[src/rtl/prog_feeder_pkg.sv]
// Shared definitions for the program feeder: FSM states, opcode and halt constants.
// Consumed by prog_feeder; the watchdog limit only matters when FEEDER_WATCHDOG_EN is defined.
package feeder_pkg;

   typedef enum logic [2:0] {
      S_IDLE,
      S_FETCH,
      S_ISSUE,
      S_EXEC,
      S_HALTED
   } feeder_state_t;

   localparam logic [2:0]  OP_MVI            = 3'b001;
   localparam logic [15:0] HALT_WORD_DEFAULT = 16'h007F;
   localparam int          WDOG_LIMIT        = 7;

   function automatic logic is_mvi(input logic [15:0] word);
      return word[15:13] == OP_MVI;
   endfunction

endpackage

[src/rtl/prog_feeder_pc_counter.sv]
// Program counter for the feeder: async clear, synchronous clear-to-zero, and a
// load that advances by one or two words (two skips over an mvi immediate).
module pc_counter #(
   parameter int ADDR_W = 5
) (
   input  logic              Clock,
   input  logic              Resetn,
   input  logic              clear,
   input  logic              load,
   input  logic              step_two,
   output logic [ADDR_W-1:0] count,
   output logic [ADDR_W-1:0] count_plus1
);

   logic [ADDR_W-1:0] incr;

   assign incr        = step_two ? ADDR_W'(2) : ADDR_W'(1);
   assign count_plus1 = count + ADDR_W'(1);

   always_ff @(posedge Clock or negedge Resetn) begin
      if (!Resetn) begin
         count <= '0;
      end else if (clear) begin
         count <= '0;
      end else if (load) begin
         count <= count + incr;
      end
   end

endmodule

[src/rtl/prog_feeder.sv]
// Instruction-stream front end: fetches words from a synchronous ROM and drives DIN/Run.
// Define FEEDER_WATCHDOG_EN to add the EXEC watchdog and the Error output.
module prog_feeder
   import feeder_pkg::*;
#(
   parameter int          ADDR_W    = 5,
   parameter logic [15:0] HALT_WORD = HALT_WORD_DEFAULT
) (
   input  logic              Clock,
   input  logic              Resetn,
   input  logic              Start,
   input  logic              Done,
   input  logic [15:0]       mem_data,
   output logic [ADDR_W-1:0] mem_addr,
   output logic [15:0]       DIN,
   output logic              Run,
   output logic              Busy,
   output logic              Halted,
`ifdef FEEDER_WATCHDOG_EN
   output logic              Error,
`endif
   output logic [ADDR_W-1:0] pc
);

   feeder_state_t     state, state_next;
   logic [15:0]       instr;
   logic              latch_instr;
   logic              pc_clear, pc_load, pc_two;
   logic [ADDR_W-1:0] pc_plus1;
   logic              is_halt_word, word_is_mvi, instr_is_mvi;
   logic              wdog_trip;

   assign is_halt_word = (mem_data == HALT_WORD);
   assign word_is_mvi  = is_mvi(mem_data);
   assign instr_is_mvi = is_mvi(instr);

   pc_counter #(.ADDR_W(ADDR_W)) u_pc (
      .Clock       (Clock),
      .Resetn      (Resetn),
      .clear       (pc_clear),
      .load        (pc_load),
      .step_two    (pc_two),
      .count       (pc),
      .count_plus1 (pc_plus1)
   );

`ifdef FEEDER_WATCHDOG_EN
   logic [2:0] wdog_count;

   // Counts EXEC cycles that pass without Done; restarts on every new instruction.
   assign wdog_trip = (state == S_EXEC) && !Done && (wdog_count == 3'(WDOG_LIMIT - 1));

   always_ff @(posedge Clock or negedge Resetn) begin
      if (!Resetn) begin
         wdog_count <= '0;
      end else if (state != S_EXEC) begin
         wdog_count <= '0;
      end else if (!Done) begin
         wdog_count <= wdog_count + 3'd1;
      end
   end

   always_ff @(posedge Clock or negedge Resetn) begin
      if (!Resetn) begin
         Error <= 1'b0;
      end else if ((state == S_IDLE || state == S_HALTED) && Start) begin
         Error <= 1'b0;
      end else if (wdog_trip) begin
         Error <= 1'b1;
      end
   end
`else
   assign wdog_trip = 1'b0;
`endif

   always_ff @(posedge Clock or negedge Resetn) begin
      if (!Resetn) begin
         state <= S_IDLE;
         instr <= '0;
      end else begin
         state <= state_next;
         if (latch_instr) begin
            instr <= mem_data;
         end
      end
   end

   // Run stays high from ISSUE through the cycle Done is sampled, since the processor
   // clears its step counter whenever Run is low.
   always_comb begin
      state_next  = state;
      Run         = 1'b0;
      DIN         = '0;
      mem_addr    = pc;
      latch_instr = 1'b0;
      pc_clear    = 1'b0;
      pc_load     = 1'b0;
      pc_two      = 1'b0;
      unique case (state)
         S_IDLE, S_HALTED: begin
            if (Start) begin
               pc_clear   = 1'b1;
               state_next = S_FETCH;
            end
         end
         S_FETCH: begin
            state_next = S_ISSUE;
         end
         S_ISSUE: begin
            if (is_halt_word) begin
               state_next = S_HALTED;
            end else begin
               Run         = 1'b1;
               DIN         = mem_data;
               latch_instr = 1'b1;
               state_next  = S_EXEC;
               if (word_is_mvi) begin
                  mem_addr = pc_plus1;
               end
            end
         end
         S_EXEC: begin
            Run = 1'b1;
            DIN = instr_is_mvi ? mem_data : instr;
            if (Done) begin
               pc_load    = 1'b1;
               pc_two     = instr_is_mvi;
               state_next = S_FETCH;
            end else if (wdog_trip) begin
               state_next = S_HALTED;
            end
         end
         default: begin
            state_next = S_IDLE;
         end
      endcase
   end

   assign Busy   = (state == S_FETCH) || (state == S_ISSUE) || (state == S_EXEC);
   assign Halted = (state == S_HALTED);

endmodule

[config.mk]
export PLATFORM = sky130hd
export DESIGN_NAME = prog_feeder
export DESIGN_NICKNAME = d
export VERILOG_FILES = /design/src/rtl/prog_feeder_pkg.sv /design/src/rtl/prog_feeder_pc_counter.sv /design/src/rtl/prog_feeder.sv
export SDC_FILE = /design/constraint.sdc
export NUM_CORES = 1
export LEC_CHECK = 0
export CAP_MARGIN = 20
export CELL_PAD_IN_SITES_DETAIL_PLACEMENT = 0
export CELL_PAD_IN_SITES_GLOBAL_PLACEMENT = 1
export CORE_ASPECT_RATIO = 1.2
export CORE_MARGIN = 2
export CORE_UTILIZATION = 37
export CTS_CLUSTER_DIAMETER = 80
export DETAILED_ROUTE_END_ITERATION = 6
export PLACE_DENSITY = 0.9
export SYNTH_ARGS = -nofsm -noshare
export SYNTH_HDL_FRONTEND = slang
export SYNTH_SLANG_ARGS = --single-unit
[constraint.sdc]
create_clock -name Clock -period 5.31 [get_ports Clock]
set_clock_uncertainty 0.1 [all_clocks]
set_input_delay 0.7965 -clock Clock [delete_from_list [all_inputs] [get_ports Clock]]
set_output_delay 0.7965 -clock Clock [all_outputs]
set_load 0.02 [all_outputs]
==> qor.csv, run 1 <==
stage,metric,value,unit
synth,Yosys Warn Count,0,
grt,initial antenna violation count,0,
drt,ANT nets after route,0,
drt,Routed WL,3430,um
grt,met2 Use GR,30.3,%
drt,initial DRC count,30,
floorplanning,Die ar.,4380,um2
job,max-cap violations,0,
grt,global-route wire length before repair,6020,um
grt,met3 usage,2.50,%
placement,"Cell Area, Placed",1940,um2
clocking,H-tree depth,1,
synth,Post-synth EDFFs,0,
worst_setup_path,Crit path arrival time,3370,ps
placement,I/O Buffers,48,
timing,Final setup viols,0,
timing,relative slew slack,44.1,%
synth,Mapped Area,1430,um2
final_layout,FILL cells,351,
drt,WL/cell,14.8,um
floorplanning,Die W,60.8,um
worst_setup_path,Startpoint Class,primary input,
drt,Vias,1230,
synth,Synth async-reset ratio,100,%
grt,GR Util met1,23.4,%
clocking,number of clock sinks,24,
clocking,# hold bufs at CTS,0,
timing,final worst slack,1040,ps
clocking,"CTS clk-pin slew, worst paths",80,ps
synth,most frequent cells after synthesis,"24 x dfrtp_1, 15 x a22o_1, 15 x mux2_1",
worst_setup_path,"Max FO, Critical Path",20,
final_layout,Post-layout nets,205,
timing,final worst-path cycle share,80.4,%
worst_setup_path,r2r startpoint,state[1]$_DFFE_PN0P_,
clocking,post-CTS resize count,0,
clocking,total CTS buffers,3,
hold_path,Hold Crit Class,reg -> reg,
grt,Tot GR Track Use,17.9,%
clocking,"Clk Latency, worst-skew pair",270,ps
placement,HPWL Detailed,2660,um
clocking,CTS tree,done,
synth,post-synthesis sequential area ratio,42.0,%
worst_setup_path,Critical Path Sink Type,output pin,
synth,Yosys top cell area share,42.0,%
final_layout,Ant. Diodes,0,
synth,number of distinct library cells after synthesis,39,
power,Max IR drop VDD,0.000261,V
clocking,root buf cell,clkbuf_8,
synth,largest area contributor in the netlist,dfrtp_1,
synth,Synth Flop Type,dfrtp_1,
timing,Final Slew Violations,0,
timing,final hold violations,0,
floorplanning,CORE AREA,3660,um2
grt,pin count of the biggest net entering global routing,25,
worst_setup_path,r2r setup slk,3040,ps
timing,Worst-Margin Slew,835,ps
clocking,clk buf depth,2,
synth,Post-Syn Instances,133,
final_layout,Area Overhead vs Synth,41.6,%
outcome,outcome,"complete, no violations",
placement,GPL Wtd Cong,0.738,
timing,Max Clk Rate,0.234,GHz
final_layout,cell area after layout,2030,um2
power,Pleak,0.000819,uW
power,pwr/cell area,595,nW/um2
floorplanning,Die Y,72.1,um
synth,top post-synthesis cells by area,"dfrtp_1 42%, mux2_1 12%, a22o_1 9.2%, xnor2_1 3.1%, ha_1 2.6%",
floorplanning,row cnt,24,
timing,RSZ-0062 raised after global routing,false,
grt,vias in the first global route,1298,
timing,Total Neg Setup Slack,0,ps
final_layout,share of cells above drive strength 1,6.67,%
grt,GRT Residual Overflow,0,
synth,top-count cell post-synth,dfrtp_1,
synth,flip-flop and latch count after synthesis,24,
grt,gr busiest metal,met2,
drt,DR pass1 iterations,4,
floorplanning,Initial Utilization,39.1,%
worst_setup_path,Setup CP Type,in -> out,
worst_setup_path,critical path data required time,4410,ps
floorplanning,IO Pins,49,
synth,Mapped Avg Cell Area,10.8,um2
worst_setup_path,worst setup path start,mem_data[9],
hold_path,Hold Startpoint,instr[1]$_DFFE_PN0P_,
clocking,post-CTS setup buffer count,0,
placement,dpl ws,1050,ps
timing,"Min Clock Period, post-route",4270,ps
synth,Mapped Nets,157,
drt,DR vias/cell,5.30,
drt,DRC errors left,0,
## layout by cell type (no fill, tap or decap), drive strengths merged, types with 4 or more instances in the layout
cell,count
clkbuf,4
nand2,10
a21oi,5
a22o,15
o21ai,6
dfrtp,24
clkdlybuf4s50,48
inv,5
mux2,15
nor2,8
xnor2,5
## area by class of cell
class / count / area, um2 / share of cell area, %
multi-input cells: 97 / 772 / 38.1
well taps: 52 / 65.1 / 3.21
flip-flops and latches: 24 / 601 / 29.6
clock buffers: 4 / 55.1 / 2.72
repair buffers: 50 / 515 / 25.4
inverters: 5 / 18.8 / 0.926
## worst max-delay path, stage by stage
cell             delay (ps)
clkdlybuf4s50_1         450
or4_4                   570
o41ai_4                 380
buf_4                   330
o21ai_1                 110
a22o_1                  190
clkdlybuf4s50_1         530
## state kept, by name, summed over array words and instances (netlist names)
register / flops
u_pc.count: 5
instr: 16
state: 3
## through the flow
step           power (uW)  std cells  hold slack (ps)  util (%)
2_1_floorplan         795        133              359         -
3_3_place_gp         1070        227              376      53.1
3_5_place_dp         1080        227              386      53.1
4_1_cts              1210        231              405      54.6
5_1_grt              1290        232              418      55.3
6_report             1210        232              404      55.3
## kinds of logic after synthesis
logic type	synth area share (%)
xor gates and xnor gates	3.67
AOI/OAI and AO/OA	16.3
adders and majority gates	4.02
buffers and inverters	4.11
DFF	42.0
and+or+nand+nor	18.2
muxes	11.8
## layer usage
layer	wire [um]	share of wire, %
met5	0	0
met1	1480	43
met2	1730	50
met3	190	5.5
met4	33	0.96
## power by group
part / internal (uW) / switching [uW] / total, uW
logic: 367 / 367 / 733
registers: 265 / 81.7 / 346
clock network: 66.3 / 59.5 / 126
total: 698 / 508 / 1210
## path summary, 6_finish.rpt
path,end,depth (start not counted)
max,DIN[15],7
min,instr[1]$_DFFE_PN0P_,1
min reg2reg,instr[1]$_DFFE_PN0P_,1
max reg2reg,u_pc.count[4]$_DFFE_PN0P_,8
min in group asynchronous,instr[7]$_DFFE_PN0P_,1
max in group asynchronous,instr[1]$_DFFE_PN0P_,2
Note: power is estimated with default switching activity, not from simulation.
==> run 2: changes to the inputs <==
--- a/config.mk
+++ b/config.mk
@@ -10,10 +10,10 @@
 export CELL_PAD_IN_SITES_GLOBAL_PLACEMENT = 1
 export CORE_ASPECT_RATIO = 1.2
 export CORE_MARGIN = 2
-export CORE_UTILIZATION = 37
+export CORE_UTILIZATION = 31
 export CTS_CLUSTER_DIAMETER = 80
 export DETAILED_ROUTE_END_ITERATION = 6
-export PLACE_DENSITY = 0.9
+export PLACE_DENSITY = 0.81
 export SYNTH_ARGS = -nofsm -noshare
 export SYNTH_HDL_FRONTEND = slang
 export SYNTH_SLANG_ARGS = --single-unit
==> constraint.sdc (replaced) <==
create_clock -name Clock -period 3.8 [get_ports Clock]
set_clock_uncertainty 0.1 [all_clocks]
set_input_delay 0.57 -clock Clock [delete_from_list [all_inputs] [get_ports Clock]]
set_output_delay 0.57 -clock Clock [all_outputs]
set_load 0.02 [all_outputs]
==> run 2 against run 1 <==
Final cell count increased by 3.9%. Non-clock buffer count increased by 3. Critical path depth fell by 1.
==> qor.csv, run 2 (synthesis results as in run 1) <==
stage,metric,value,unit,change
grt,initial antenna violation count,0,,unchanged
worst_setup_path,r2r setup slk,1540,ps,was 3040 ps
placement,GPL Wtd Cong,0.787,,was 0.738
floorplanning,Die W,66.0,um,was 60.8 um
timing,relative slew slack,49.7,%,was 44.1%
timing,Final setup viols,0,,unchanged
timing,final worst slack,77.1,ps,was 1040 ps
final_layout,"most common cell after layout, fill and taps aside",clkdlybuf4s50_1,,unchanged
floorplanning,IO Pins,49,,unchanged
grt,pin count of the biggest net entering global routing,19,,was 25
worst_setup_path,crit-path max cell delay,570,ps,about the same
drt,Vias,1230,,unchanged
timing,hold slack,402,ps,was 404 ps
timing,Max Clk Rate,0.269,GHz,
clocking,CTS tree,done,,unchanged
final_layout,cell area after layout,2060,um2,was 2030 um2
placement,I/O Buffers,48,,unchanged
final_layout,most frequent cells in the layout,"48 x clkdlybuf4s50_1, 24 x dfrtp_1, 15 x a22o_1, 15 x mux2_1, 9 x nand2_1",,unchanged
grt,GRT Residual Overflow,0,,unchanged
worst_setup_path,Startpoint Class,primary input,,unchanged
worst_setup_path,CP most frequent cell,clkdlybuf4s50_1,,unchanged
worst_setup_path,r2r endpoint,u_pc.count[2]$_DFFE_PN0P_,,was u_pc.count[4]$_DFFE_PN0P_
final_layout,max reg flops,16,,unchanged
drt,Routed WL,3430,um,about the same
drt,initial DRC count,27,,was 30
drt,WL/cell,14.2,um,was 14.8 um
timing,"Min Clock Period, post-route",3720,ps,
worst_setup_path,cells along the critical path,clkdlybuf4s50_1 > or4_4 > o41ai_4 > o21ai_2 > a22o_1 > clkdlybuf4s50_1,,was clkdlybuf4s50_1 > or4_4 > o41ai_4 > buf_4 > o21ai_1 > a22o_1 > clkdlybuf4s50_1
timing,RSZ-0062 raised after global routing,true,,was false
power,clock share of power,10.1,%,was 10.4%
clocking,root buf cell,clkbuf_8,,unchanged
clocking,H-tree depth,1,,unchanged
timing,Total Neg Setup Slack,0,ps,unchanged
power,Pleak,0.000834,uW,was 0.000819 uW
floorplanning,Die ar.,5180,um2,was 4380 um2
outcome,outcome,"complete, no violations",,unchanged
grt,Tot GR Track Use,14.0,%,was 17.9%
drt,DR pass1 iterations,4,,unchanged
timing,Final Slew Violations,0,,unchanged
drt,DRC errors left,0,,unchanged
placement,"Cell Area, Placed",2000,um2,was 1940 um2
floorplanning,Initial Utilization,31.6,%,was 39.1%
worst_setup_path,"Max FO, Critical Path",13,,was 20
grt,vias in the first global route,1257,,was 1298
worst_setup_path,Crit path arrival time,3050,ps,was 3370 ps
hold_path,Hold Crit Class,reg -> reg,,unchanged
grt,global-route wire length before repair,5770,um,was 6020 um
power,sequential share of power,28.7,%,about the same
clocking,"Clk Latency, worst-skew pair",260,ps,was 270 ps
final_layout,Top reg by flops,instr,,unchanged
clocking,number of clock sinks,24,,unchanged
hold_path,Cells on Worst Hold Path,1,,unchanged
final_layout,Regs by FF count,"instr: 16 flops, u_pc.count: 5 flops, state: 3 flops",,unchanged
final_layout,Area Overhead vs Synth,43.7,%,was 41.6%
clocking,# hold bufs at CTS,0,,unchanged
floorplanning,row cnt,27,,was 24
worst_setup_path,Setup CP Type,in -> out,,unchanged
power,Net Sw Frac,41.5,%,was 42.1%
timing,final hold violations,0,,unchanged
timing,final worst-path cycle share,98.0,%,
worst_setup_path,critical path data required time,3130,ps,was 4410 ps
clocking,clk buf depth,2,,unchanged
floorplanning,CORE AREA,4530,um2,was 3660 um2
power,pwr/cell area,817,nW/um2,was 595 nW/um2
worst_setup_path,Worst path slowest cell,or4_4,,unchanged
power,combinational share of power,61.2,%,was 60.8%
placement,HPWL Detailed,2790,um,was 2660 um
worst_setup_path,FF-to-FF path depth,7,,was 8
power,Pwr Total,1680,uW,was 1210 uW
power,Max IR drop VDD,0.000336,V,was 0.000261 V
clocking,total CTS buffers,3,,unchanged
hold_path,Worst Hold Path EP,instr[5]$_DFFE_PN0P_,,was instr[1]$_DFFE_PN0P_
final_layout,Ant. Diodes,0,,unchanged
floorplanning,Die Y,78.4,um,was 72.1 um
timing,Worst-Margin Slew,752,ps,was 835 ps
job,max-cap violations,0,,unchanged
worst_setup_path,Critical Path Sink Type,output pin,,unchanged
worst_setup_path,r2r startpoint,state[0]$_DFFE_PN0P_,,was state[1]$_DFFE_PN0P_
placement,dpl ws,92.5,ps,was 1050 ps
clocking,"CTS clk-pin slew, worst paths",80,ps,about the same
power,Internal,983,uW,was 698 uW
hold_path,Hold Startpoint,instr[5]$_DFFE_PN0P_,,was instr[1]$_DFFE_PN0P_
final_layout,share of cells above drive strength 1,8.20,%,was 6.67%
clocking,post-CTS resize count,0,,unchanged
drt,ANT nets after route,0,,unchanged
drt,DR vias/cell,5.10,,was 5.30
final_layout,Post-layout nets,208,,was 205
power,NetSw,697,uW,was 508 uW
clocking,post-CTS setup buffer count,0,,unchanged
-- run 2: changes by cell type in the layout (fill, tap and decap cells not counted), sizes merged --
cell  change
buf       +3
-- run 2: worst max-delay path by stage --
stage	from	endpoint	slack, ps	cells after the start
after floorplan	mem_data[9]	DIN[0]	1070	5
after global placement	mem_data[9]	DIN[0]	150	6
after detailed placement	mem_data[9]	DIN[0]	90	6
after CTS	mem_data[9]	DIN[0]	60	6
after global routing	mem_data[9]	DIN[9]	-30	6
final	mem_data[9]	DIN[0]	80	6
-- run 2: cell type report --
type	instances	area (um2)
fill	446	2470
timing repair buffer	53	538
tap	58	72.6
clock buffer	4	55.1
sequential	24	601
inverter	5	18.8
multi-input combinational	97	772
-- run 2: critical path: cells and delay by family --
family,cells,cell delay [ps]
AO/OA/AOI/OAI,3,900
buffers and inverters,2,1010
AND/OR/NAND/NOR,1,570
-- run 2: stage by stage --
| stage | instances | util, % |
|---|---|---|
| after detailed placement | 237 | 44.2 |
| after floorplan | 133 | - |
| final | 241 | 45.4 |
| after global routing | 241 | 45.4 |
| after CTS | 241 | 45.4 |
| after global placement | 236 | 43.6 |
-- run 2: routing by layer --
metal  vias up  wire length (um)  GRT usage, %
met5         -                 0             0
met2        48              1750          25.8
met1       582              1390          15.9
li1        594                 -             -
met4         0                44          3.88
met3         6               244          3.15
-- run 2: power by group through the flow --
stage          combinational [uW]  clock [uW]  sequential, uW
2_1_floorplan                 657           0             454
4_1_cts                      1040         177             482
5_1_grt                      1110         191             504
3_3_place_gp                 1020           0             484
6_report                     1030         170             482
3_5_place_dp                 1030           0             487
==> run 3: changes to the inputs <==
--- a/config.mk
+++ b/config.mk
@@ -11,6 +11,7 @@
 export CORE_ASPECT_RATIO = 1.2
 export CORE_MARGIN = 2
 export CORE_UTILIZATION = 31
+export CTS_BUF_LIST = sky130_fd_sc_hd__clkbuf_8 sky130_fd_sc_hd__clkbuf_16
 export CTS_CLUSTER_DIAMETER = 80
 export DETAILED_ROUTE_END_ITERATION = 6
 export PLACE_DENSITY = 0.81
==> results of run 3 <==
Final layout, timing and power as in run 2 (identical DEF).
